==> src/rtl/lsu_axi_bridge.sv <==
// lsu_axi_bridge: turns RV32 load/store requests from the core into single-beat
// start/busy commands for the AXI4-Lite master. It builds store lanes and strobes
// and extracts and extends load lanes. It rejects misaligned or illegal accesses
// locally, and it stalls the core until the access completes.
// Optional feature: define LSU_AXI_TIMEOUT_EN to enable a bus watchdog that ends
// a stuck transaction with mem_bus_err after TIMEOUT_CYCLES wait cycles.
module lsu_axi_bridge #(
   parameter int ADDR_WIDTH     = 32,
   parameter int DATA_WIDTH     = 32,
   parameter int TIMEOUT_CYCLES = 255
) (
   input  logic                  clk,
   input  logic                  rst,
   input  logic                  mem_req_read,
   input  logic                  mem_req_write,
   input  logic [2:0]            mem_funct3,
   input  logic [ADDR_WIDTH-1:0] mem_addr,
   input  logic [DATA_WIDTH-1:0] mem_wdata,
   output logic [DATA_WIDTH-1:0] mem_rdata,
   output logic                  mem_stall,
   output logic                  mem_done,
   output logic                  mem_misaligned,
   output logic                  mem_bus_err,
   output logic                  write_start,
   output logic [ADDR_WIDTH-1:0] write_addr,
   output logic [DATA_WIDTH-1:0] write_data,
   output logic [3:0]            write_strobe,
   input  logic                  write_busy,
   output logic                  read_start,
   output logic [ADDR_WIDTH-1:0] read_addr,
   input  logic                  read_busy,
   input  logic [DATA_WIDTH-1:0] read_data
);

   localparam logic [2:0] ST_IDLE    = 3'd0;
   localparam logic [2:0] ST_CHECK   = 3'd1;
   localparam logic [2:0] ST_START   = 3'd2;
   localparam logic [2:0] ST_WAIT_HI = 3'd3;
   localparam logic [2:0] ST_WAIT_LO = 3'd4;
   localparam logic [2:0] ST_DONE    = 3'd5;

   // Returns 1 when the access is misaligned for its size or uses an undefined funct3.
   function automatic logic access_bad(input logic is_wr, input logic [2:0] f3,
                                       input logic [1:0] off);
      logic bad;
      bad = 1'b0;
      if (is_wr) begin
         case (f3)
            3'b000:  bad = 1'b0;
            3'b001:  bad = off[0];
            3'b010:  bad = (off != 2'b00);
            default: bad = 1'b1;
         endcase
      end else begin
         case (f3)
            3'b000, 3'b100: bad = 1'b0;
            3'b001, 3'b101: bad = off[0];
            3'b010:         bad = (off != 2'b00);
            default:        bad = 1'b1;
         endcase
      end
      return bad;
   endfunction

   // Byte strobe for a store of the given size at the given byte offset.
   function automatic logic [3:0] lane_strobe(input logic [2:0] f3, input logic [1:0] off);
      logic [3:0] strb;
      case (f3)
         3'b000:  strb = 4'b0001 << off;
         3'b001:  strb = 4'b0011 << {off[1], 1'b0};
         3'b010:  strb = 4'b1111;
         default: strb = 4'b0000;
      endcase
      return strb;
   endfunction

   // Replicates right-justified store data across every lane it could occupy.
   function automatic logic [DATA_WIDTH-1:0] lane_data(input logic [2:0] f3,
                                                       input logic [DATA_WIDTH-1:0] wd);
      logic [DATA_WIDTH-1:0] d;
      case (f3)
         3'b000:  d = {4{wd[7:0]}};
         3'b001:  d = {2{wd[15:0]}};
         3'b010:  d = wd;
         default: d = {DATA_WIDTH{1'b0}};
      endcase
      return d;
   endfunction

   // Moves the addressed lane to bit 0 and sign- or zero-extends it.
   function automatic logic [DATA_WIDTH-1:0] load_extend(input logic [2:0] f3,
                                                         input logic [1:0] off,
                                                         input logic [DATA_WIDTH-1:0] rd);
      logic [DATA_WIDTH-1:0] sh;
      logic [DATA_WIDTH-1:0] r;
      sh = rd >> {off, 3'b000};
      case (f3)
         3'b000:  r = {{24{sh[7]}}, sh[7:0]};
         3'b001:  r = {{16{sh[15]}}, sh[15:0]};
         3'b010:  r = sh;
         3'b100:  r = {24'd0, sh[7:0]};
         3'b101:  r = {16'd0, sh[15:0]};
         default: r = {DATA_WIDTH{1'b0}};
      endcase
      return r;
   endfunction

   logic [2:0]            state_r;
   logic [2:0]            next_state_s;
   logic                  is_write_r;
   logic [2:0]            funct3_r;
   logic [ADDR_WIDTH-1:0] addr_r;
   logic [DATA_WIDTH-1:0] wdata_r;
   logic                  busy_s;
   logic                  bad_s;
   logic                  timeout_s;
   logic                  finish_ok_s;
   logic                  finish_err_s;
   logic [ADDR_WIDTH-1:0] aligned_s;

   assign busy_s    = is_write_r ? write_busy : read_busy;
   assign bad_s     = access_bad(is_write_r, funct3_r, addr_r[1:0]);
   assign aligned_s = {addr_r[ADDR_WIDTH-1:2], 2'b00};
   assign mem_stall = (mem_req_read | mem_req_write) & (state_r != ST_DONE);

`ifdef LSU_AXI_TIMEOUT_EN
   localparam int CNT_W = ($clog2(TIMEOUT_CYCLES + 1) > 8) ? $clog2(TIMEOUT_CYCLES + 1) : 8;
   logic [CNT_W-1:0] tmo_cnt_r;

   // Watchdog: cleared when a command is issued, counts every cycle spent waiting on busy.
   always_ff @(posedge clk) begin
      if (!rst) begin
         tmo_cnt_r <= {CNT_W{1'b0}};
      end else if (state_r == ST_START) begin
         tmo_cnt_r <= {CNT_W{1'b0}};
      end else if ((state_r == ST_WAIT_HI) || (state_r == ST_WAIT_LO)) begin
         tmo_cnt_r <= tmo_cnt_r + CNT_W'(1'b1);
      end
   end

   assign timeout_s = (tmo_cnt_r >= CNT_W'(TIMEOUT_CYCLES));
`else
   localparam logic [31:0] TMO_UNUSED = 32'(TIMEOUT_CYCLES);
   logic unused_tmo_s;
   assign unused_tmo_s = ^TMO_UNUSED;
   assign timeout_s    = 1'b0;
`endif

   // Next-state decode and completion qualifiers for the wait states.
   always_comb begin
      next_state_s = state_r;
      finish_ok_s  = 1'b0;
      finish_err_s = 1'b0;
      case (state_r)
         ST_IDLE: begin
            if (mem_req_write || mem_req_read) begin
               next_state_s = ST_CHECK;
            end else begin
               next_state_s = ST_IDLE;
            end
         end
         ST_CHECK: begin
            if (bad_s) begin
               next_state_s = ST_DONE;
            end else begin
               next_state_s = ST_START;
            end
         end
         ST_START: next_state_s = ST_WAIT_HI;
         ST_WAIT_HI: begin
            if (busy_s) begin
               next_state_s = ST_WAIT_LO;
            end else if (timeout_s) begin
               next_state_s = ST_DONE;
               finish_err_s = 1'b1;
            end else begin
               next_state_s = ST_WAIT_HI;
            end
         end
         ST_WAIT_LO: begin
            if (!busy_s) begin
               next_state_s = ST_DONE;
               finish_ok_s  = 1'b1;
            end else if (timeout_s) begin
               next_state_s = ST_DONE;
               finish_err_s = 1'b1;
            end else begin
               next_state_s = ST_WAIT_LO;
            end
         end
         ST_DONE: next_state_s = ST_IDLE;
         default: next_state_s = ST_IDLE;
      endcase
   end

   // State register, request latch and all registered outputs.
   always_ff @(posedge clk) begin
      if (!rst) begin
         state_r        <= ST_IDLE;
         is_write_r     <= 1'b0;
         funct3_r       <= 3'b000;
         addr_r         <= {ADDR_WIDTH{1'b0}};
         wdata_r        <= {DATA_WIDTH{1'b0}};
         mem_rdata      <= {DATA_WIDTH{1'b0}};
         mem_done       <= 1'b0;
         mem_misaligned <= 1'b0;
         mem_bus_err    <= 1'b0;
         write_start    <= 1'b0;
         write_addr     <= {ADDR_WIDTH{1'b0}};
         write_data     <= {DATA_WIDTH{1'b0}};
         write_strobe   <= 4'b0000;
         read_start     <= 1'b0;
         read_addr      <= {ADDR_WIDTH{1'b0}};
      end else begin
         state_r        <= next_state_s;
         write_start    <= 1'b0;
         read_start     <= 1'b0;
         mem_done       <= 1'b0;
         mem_misaligned <= 1'b0;
         mem_bus_err    <= 1'b0;
         case (state_r)
            ST_IDLE: begin
               if (mem_req_write || mem_req_read) begin
                  is_write_r <= mem_req_write;
                  funct3_r   <= mem_funct3;
                  addr_r     <= mem_addr;
                  wdata_r    <= mem_wdata;
               end
            end
            ST_CHECK: begin
               if (bad_s) begin
                  mem_done       <= 1'b1;
                  mem_misaligned <= 1'b1;
                  mem_rdata      <= {DATA_WIDTH{1'b0}};
               end else if (is_write_r) begin
                  write_start  <= 1'b1;
                  write_addr   <= aligned_s;
                  write_data   <= lane_data(funct3_r, wdata_r);
                  write_strobe <= lane_strobe(funct3_r, addr_r[1:0]);
               end else begin
                  read_start <= 1'b1;
                  read_addr  <= aligned_s;
               end
            end
            ST_WAIT_HI, ST_WAIT_LO: begin
               if (finish_ok_s) begin
                  mem_done  <= 1'b1;
                  mem_rdata <= is_write_r ? {DATA_WIDTH{1'b0}}
                                          : load_extend(funct3_r, addr_r[1:0], read_data);
               end else if (finish_err_s) begin
                  mem_done    <= 1'b1;
                  mem_bus_err <= 1'b1;
                  mem_rdata   <= {DATA_WIDTH{1'b0}};
               end
            end
            default: begin
            end
         endcase
      end
   end

endmodule

==> config.mk <==
export PLATFORM = sky130hd
export DESIGN_NAME = lsu_axi_bridge
export DESIGN_NICKNAME = d
export VERILOG_FILES = /design/src/rtl/lsu_axi_bridge.sv
export SDC_FILE = /design/constraint.sdc
export NUM_CORES = 1
export LEC_CHECK = 0
export CAP_MARGIN = 40
export CORE_MARGIN = 1
export CORE_UTILIZATION = 40
export CTS_CLUSTER_DIAMETER = 150
export DETAILED_ROUTE_END_ITERATION = 8
export PLACE_DENSITY_LB_ADDON = 0.1
export RECOVER_POWER = 100
export SLEW_MARGIN = 15
export SYNTH_ARGS = -nofsm -noshare
export SYNTH_HDL_FRONTEND = slang
export SYNTH_SLANG_ARGS = --single-unit
==> constraint.sdc <==
create_clock -name clk -period 2.4 [get_ports clk]
set_input_delay 0.36 -clock clk [delete_from_list [all_inputs] [get_ports clk]]
set_output_delay 0.36 -clock clk [all_outputs]
set_load 0.1 [all_outputs]
==> results.cfg, run 1 <==
[sta]
tightest_slew_ns = 1.19
fmax_mhz = 466
fin_skew_ns = 0.00966
fin_crit_ns = 2.14
setup_viol = 0
setup_tns_ns = 0
finalHoldViolCount = 0
relSlewSlack_pct = 20.8
rsz0062_at_grt = false
final_max_slew_viol_count = 0
holdWs_ns = 0.146
period_share_pct = 89.3

[final_layout]
drive_gt1_share_pct = 13.0
final_cell_mix = 218 x nand2_1, 203 x dfxtp_1, 154 x nand3_1
syn_to_final_growth_pct = 29.8
final_util_pct = 52.9
final_common_cell = nand2_1
nets = 1304
antenna_cells = 0
design_area_mm2 = 0.0111

[power_and_ir_drop]
seqPwrFrac_pct = 37.7
leakage_uw = 0.00432
p_total_uw = 10700
switchingPower_uw = 4020
power.density_mw_per_mm2 = 958
pwr-share-clk_pct = 30.3
irDropWorstVdd_uv = 666
power_frac_comb_pct = 31.9
p_int_uw = 6640
swShare_pct = 37.7

[routing]
ant_nets = 0
vias = 7762
viasPerCell = 5.21
first_pass_iters = 4
drtIter0Drc = 479
wl_um = 24200
wl_per_cell_um = 16.3
drc = 0

[synthesis]
synth_area_leaders = dfxtp_1 47%, nand2_1 9.6%, nand3_1 9.0%
synth_top_family_by_area = simple AND/OR/NAND/NOR gates
synth_top_area_share_pct = 47.4
synthMuxAreaShare_pct = 5.48
synth-edff-count = 0
synth-compound-area-share_pct = 18.1
synth_seq_area_share_pct = 47.4
async_flop_share_pct = 0
ys_warn_count = 0
synthCells = 1001
synth_cell_types = 51
synth_area_per_cell_um2 = 8.56
ys.flop_type = dfxtp_1
synth-seq-cells = 203
synth-xor-area-share_pct = 0.102
syn_area_mm2 = 0.00857
synth_adder_area_share_pct = 0
synth_largest_area_cell = dfxtp_1
synthSimpleGateAreaFrac_pct = 23.6

[floorplan]
io_pins = 243
start_util_pct = 40.8
rows = 53
die_w_um = 148
fp.dieH_um = 148
dieArea_mm2 = 0.0220
design.core.area_mm2 = 0.0210

[clocking]
numCtsBuffers = 23
cts.sinks = 203
cts-root-buf = clkbuf_16
cts_tree = done
holdBufCountCts = 0
clkLatencyLatePin_ns = 0.50
cts-resized-gates = 0
cts_buffer_depth = 3
htree_levels = 1
post_cts_buffers = 0
cts.clk_slew.worst_paths_ns = 0.06

[critical_path]
r2r-end = write_data[20]$_SDFFE_PN0P_
r2r_start = addr_r[0]$_SDFFE_PN0P_
worst_setup_path_start_kind = flip-flop
worstPathArrival_ns = 2.57
path_class = flip-flop to flip-flop
reg2reg_depth = 5
worstPathRequired_ns = 2.82
slowest_stage = or4_1
critPathCaptureType = flip-flop
rrSetupSlack_ns = 0.26
slowest_delay_ns = 0.66
cp_cell_sequence = or4_1, a211oi_4, clkbuf_2, nor2_1, nor3b_1
crit_path_max_fanout = 17

[min_path]
hold_path_class = primary input to flip-flop
min_to = state_r[0]$_SDFF_PN0_
min-delay-start = rst
holdPathStages = 3

[place]
routabilityCongestion = 0.782
dpl.hpwl_um = 15900
placed_area_mm2 = 0.0109
numPortBuffers = 237

[global_routing]
grt_use_total_pct = 21.6
grt_pass1_vias = 7254
grt_first_pass_wirelength_um = 38400
antenna_found_initial = 0
grt_overflow_total = 0
grt_max_degree = 150

[run_status]
outcome = complete, no violations

[run]
cap_violations = 0
[cell type report]
cell class / count / area [µm²]
fill: 2077 / 9900
multi-input combinational: 699 / 4090
sequential: 203 / 4060
timing repair buffer: 270 / 1930
clock buffer: 36 / 664
tap: 275 / 344
clock inverter: 4 / 23.8
inverter: 2 / 7.51
[power groups by stage]
stage          Clock [µW]  Combinational [µW]  Sequential [µW]
6_report             3230                3400             4020
5_1_grt              3450                3730             4070
4_1_cts              3320                3590             4020
3_5_place_dp            0                3590             4090
3_3_place_gp            0                3560             4090
2_1_floorplan           0                1860             4690
[cells in the mapped netlist (2+ instances only)]
cell / number
a21boi_0: 63
or4_1: 2
buf_2: 9
nand3b_1: 8
mux2_2: 11
nor3b_1: 13
nor2_1: 21
nor2b_1: 5
o21ai_1: 30
o21ai_0: 4
a221oi_1: 9
dfxtp_1: 203
o211ai_1: 10
buf_6: 3
a22o_1: 16
nand2b_1: 2
mux4_2: 8
a21boi_1: 14
mux2i_1: 15
clkbuf_1: 72
and2_1: 5
nand3_1: 154
o31ai_1: 20
buf_4: 6
a21oi_1: 27
buf_1: 11
o2bb2ai_1: 15
nor4_1: 3
a31oi_1: 2
inv_1: 2
nand2_1: 218
[sequential cells by signal, indices dropped and copies added (netlist names), 4 cells and up]
| register | flops |
|---|---|
| write_strobe | 4 |
| write_data | 32 |
| mem_rdata | 32 |
| write_addr | 30 |
| read_addr | 30 |
| addr_r | 32 |
| wdata_r | 32 |
[routing by layer]
metal	share of wire [%]	global-route usage [%]	vias to the layer above	wire length (µm)
li1	-	-	3893	-
met1	46	29.4	3624	11100
met2	47	35.4	220	11300
met3	5.8	4.23	25	1410
met4	1.5	4.48	0	374
met5	0	0	-	0
[per-stage QoR]
stage | std cells | setup WS [ns]
final | 1489 | 0.256
after global routing | 1489 | 0.112
after CTS | 1489 | 0.302
after detailed placement | 1449 | 0.0702
after global placement | 1449 | 0.112
after floorplan | 1005 | 0.223
[how the worst max path moves through the flow]
stage	start	to	cells after the start	slack [ns]
2_1_floorplan	is_write_r$_SDFFE_PN0P_	mem_rdata[24]$_SDFFE_PN0P_	7	0.22
3_3_place_gp	read_busy	mem_rdata[17]$_SDFFE_PN0P_	5	0.11
3_5_place_dp	read_busy	mem_rdata[20]$_SDFFE_PN0P_	5	0.07
4_1_cts	state_r[1]$_SDFF_PN0_	mem_rdata[19]$_SDFFE_PN0P_	4	0.30
5_1_grt	state_r[1]$_SDFF_PN0_	mem_stall	3	0.11
6_report	addr_r[0]$_SDFFE_PN0P_	write_data[20]$_SDFFE_PN0P_	5	0.26
[cells by family (layout without fill, tap and decap cells)]
| logic type | count (synthesis) | in the layout |
|---|---|---|
| multiplexers | 35 | 35 |
| XOR/XNOR | 1 | 1 |
| other | 1 | 5 |
| AND/OR/NAND/NOR | 439 | 439 |
| buffers and inverters | 103 | 312 |
| AO/OA/AOI/OAI | 219 | 219 |
| flip-flops | 203 | 203 |
[worst max-delay path, delay by kind of cell, from the launching register on]
kind	cells	cell delay, ns
compound gates	1	0.35
flops	1	0.35
simple gates	3	0.94
buf+inv	1	0.41
No activity file was read; power rests on OpenSTA's default activity.
==> run 2: changes to the inputs <==
--- a/config.mk
+++ b/config.mk
@@ -10,7 +10,7 @@
 export CORE_UTILIZATION = 40
 export CTS_CLUSTER_DIAMETER = 150
 export DETAILED_ROUTE_END_ITERATION = 8
-export PLACE_DENSITY_LB_ADDON = 0.1
+export PLACE_DENSITY = 0.71
 export RECOVER_POWER = 100
 export SLEW_MARGIN = 15
 export SYNTH_ARGS = -nofsm -noshare
==> run 2 against run 1 <==
  * Global-route usage is 0.22 points lower
  * Register-to-register slack lost 0.05 ns
  * Total power grew 1.9%
  * Sequential share of layout area decreased by 0.17 points
  * Combinational power decreased by 1%
  * Critical endpoint is now mem_rdata[22]$_SDFFE_PN0P_
==> results.cfg, run 2 (synthesis gave the netlist of run 1 again) <==
[run_status]
outcome = complete, no violations

[floorplan]
die_w_um = 148
design.core.area_mm2 = 0.0210
rows = 53
dieArea_mm2 = 0.0220
start_util_pct = 40.8
fp.dieH_um = 148
io_pins = 243

[routing]
wl_per_cell_um = 16.4
wl_um = 24400
first_pass_iters = 5
ant_nets = 0
vias = 7866
viasPerCell = 5.28
drc = 0
drtIter0Drc = 444

[clocking]
holdBufCountCts = 0
cts_tree = done
post_cts_buffers = 0
cts-root-buf = clkbuf_16
numCtsBuffers = 23
cts_buffer_depth = 3
cts.clk_slew.worst_paths_ns = 0.06
cts-resized-gates = 0
clkLatencyLatePin_ns = 0.51
cts.sinks = 203
htree_levels = 1

[sta]
period_share_pct = 91.2
setup_tns_ns = 0
final_max_slew_viol_count = 0
worst_slack_ns = 0.211
finalHoldViolCount = 0
tightest_slew_ns = 1.21
fmax_mhz = 457
relSlewSlack_pct = 19.5
holdWs_ns = 0.393
setup_viol = 0
fin_skew_ns = 0.0176
fin_crit_ns = 2.19
rsz0062_at_grt = false

[critical_path]
worstPathArrival_ns = 2.59
r2r_start = is_write_r$_SDFFE_PN0P_
r2r-end = mem_rdata[22]$_SDFFE_PN0P_
slowest_delay_ns = 0.58
critPathCaptureType = flip-flop
crit_path_max_fanout = 24
path_class = flip-flop to flip-flop
worst_setup_path_start_kind = flip-flop
rrSetupSlack_ns = 0.21
worstPathRequired_ns = 2.80
cp_cell_sequence = mux2_1, or4b_1, and3_2, a22o_1
reg2reg_depth = 4
slowest_stage = or4b_1

[power_and_ir_drop]
power.density_mw_per_mm2 = 972
leakage_uw = 0.00434
irDropWorstVdd_uv = 457

[final_layout]
final_common_cell = nand2_1
n_fill_cell = 2026
syn_to_final_growth_pct = 30.4
drive_gt1_share_pct = 13.0
nets = 1304
antenna_cells = 0
final_cell_mix = 218 x nand2_1, 203 x dfxtp_1, 154 x nand3_1

[place]
numPortBuffers = 237
routabilityCongestion = 0.841
dpl.hpwl_um = 16300
pre_cts_slack_ns = 0.0741

[global_routing]
antenna_found_initial = 0
grt_first_pass_wirelength_um = 37800
grt_overflow_total = 0
grt_pass1_vias = 7131
grt_max_degree = 118
grt_use_total_pct = 21.4

[min_path]
hold_path_class = primary input to flip-flop
min_to = write_data[9]$_SDFFE_PN0P_
holdPathStages = 4
min-delay-start = rst

[run]
cap_violations = 0
## run 2: worst max-delay path, delay by kind of cell, from the launching register on
family,cells,cell delay (ns)
AOI/OAI and AO/OA,1,0.29
and+or+nand+nor,2,0.98
muxes,1,0.46
DFF,1,0.34
## run 2: worst max path at each step
| stage | from | end | slack [ns] | cells past startpoint |
|---|---|---|---|---|
| finish | is_write_r$_SDFFE_PN0P_ | mem_rdata[22]$_SDFFE_PN0P_ | 0.21 | 4 |
| global route | state_r[0]$_SDFF_PN0_ | wdata_r[30]$_SDFFE_PN0P_ | 0.11 | 5 |
| CTS | state_r[1]$_SDFF_PN0_ | mem_stall | 0.32 | 3 |
| detailed placement | read_busy | mem_rdata[20]$_SDFFE_PN0P_ | 0.07 | 5 |
| global placement | read_busy | mem_rdata[22]$_SDFFE_PN0P_ | 0.13 | 5 |
| floorplan | is_write_r$_SDFFE_PN0P_ | mem_rdata[24]$_SDFFE_PN0P_ | 0.22 | 7 |
## run 2: final cells by class
cell class	count	area [µm²]	share of cell area (%)
Multi-Input combinational cell	699	4070	36.4
Sequential cell	203	4060	36.4
Timing Repair Buffer	270	1940	17.4
Clock buffer	33	653	5.84
Tap cell	275	344	3.08
Clock inverter	8	93.8	0.840
Inverter	2	7.51	0.0672
## run 2: per-layer routing
| layer | GRT usage (%) | share of wire (%) | vias up |
|---|---|---|---|
| met3 | 4.60 | 6.9 | 46 |
| met5 | 0 | 0 | - |
| met1 | 28.7 | 45 | 3645 |
| met2 | 34.0 | 45 | 283 |
| met4 | 7.22 | 2.9 | 0 |
| li1 | - | - | 3892 |
## run 2: through the flow
step                utilization [%]  area, µm²  power [µW]  std cells
finish                         53.2      11200       10900       1490
global route                   53.2      11200       11400       1490
CTS                            55.4      11600       11100       1490
detailed placement             51.8      10900        7660       1449
global placement               51.8      10900        7620       1448
floorplan                         -       8590        6550       1005
## run 2: power breakdown
group	switching, µW	total, µW	internal (µW)
clock	1360	3460	2100
combinational	2360	3360	1000
sequential	293	4040	3740
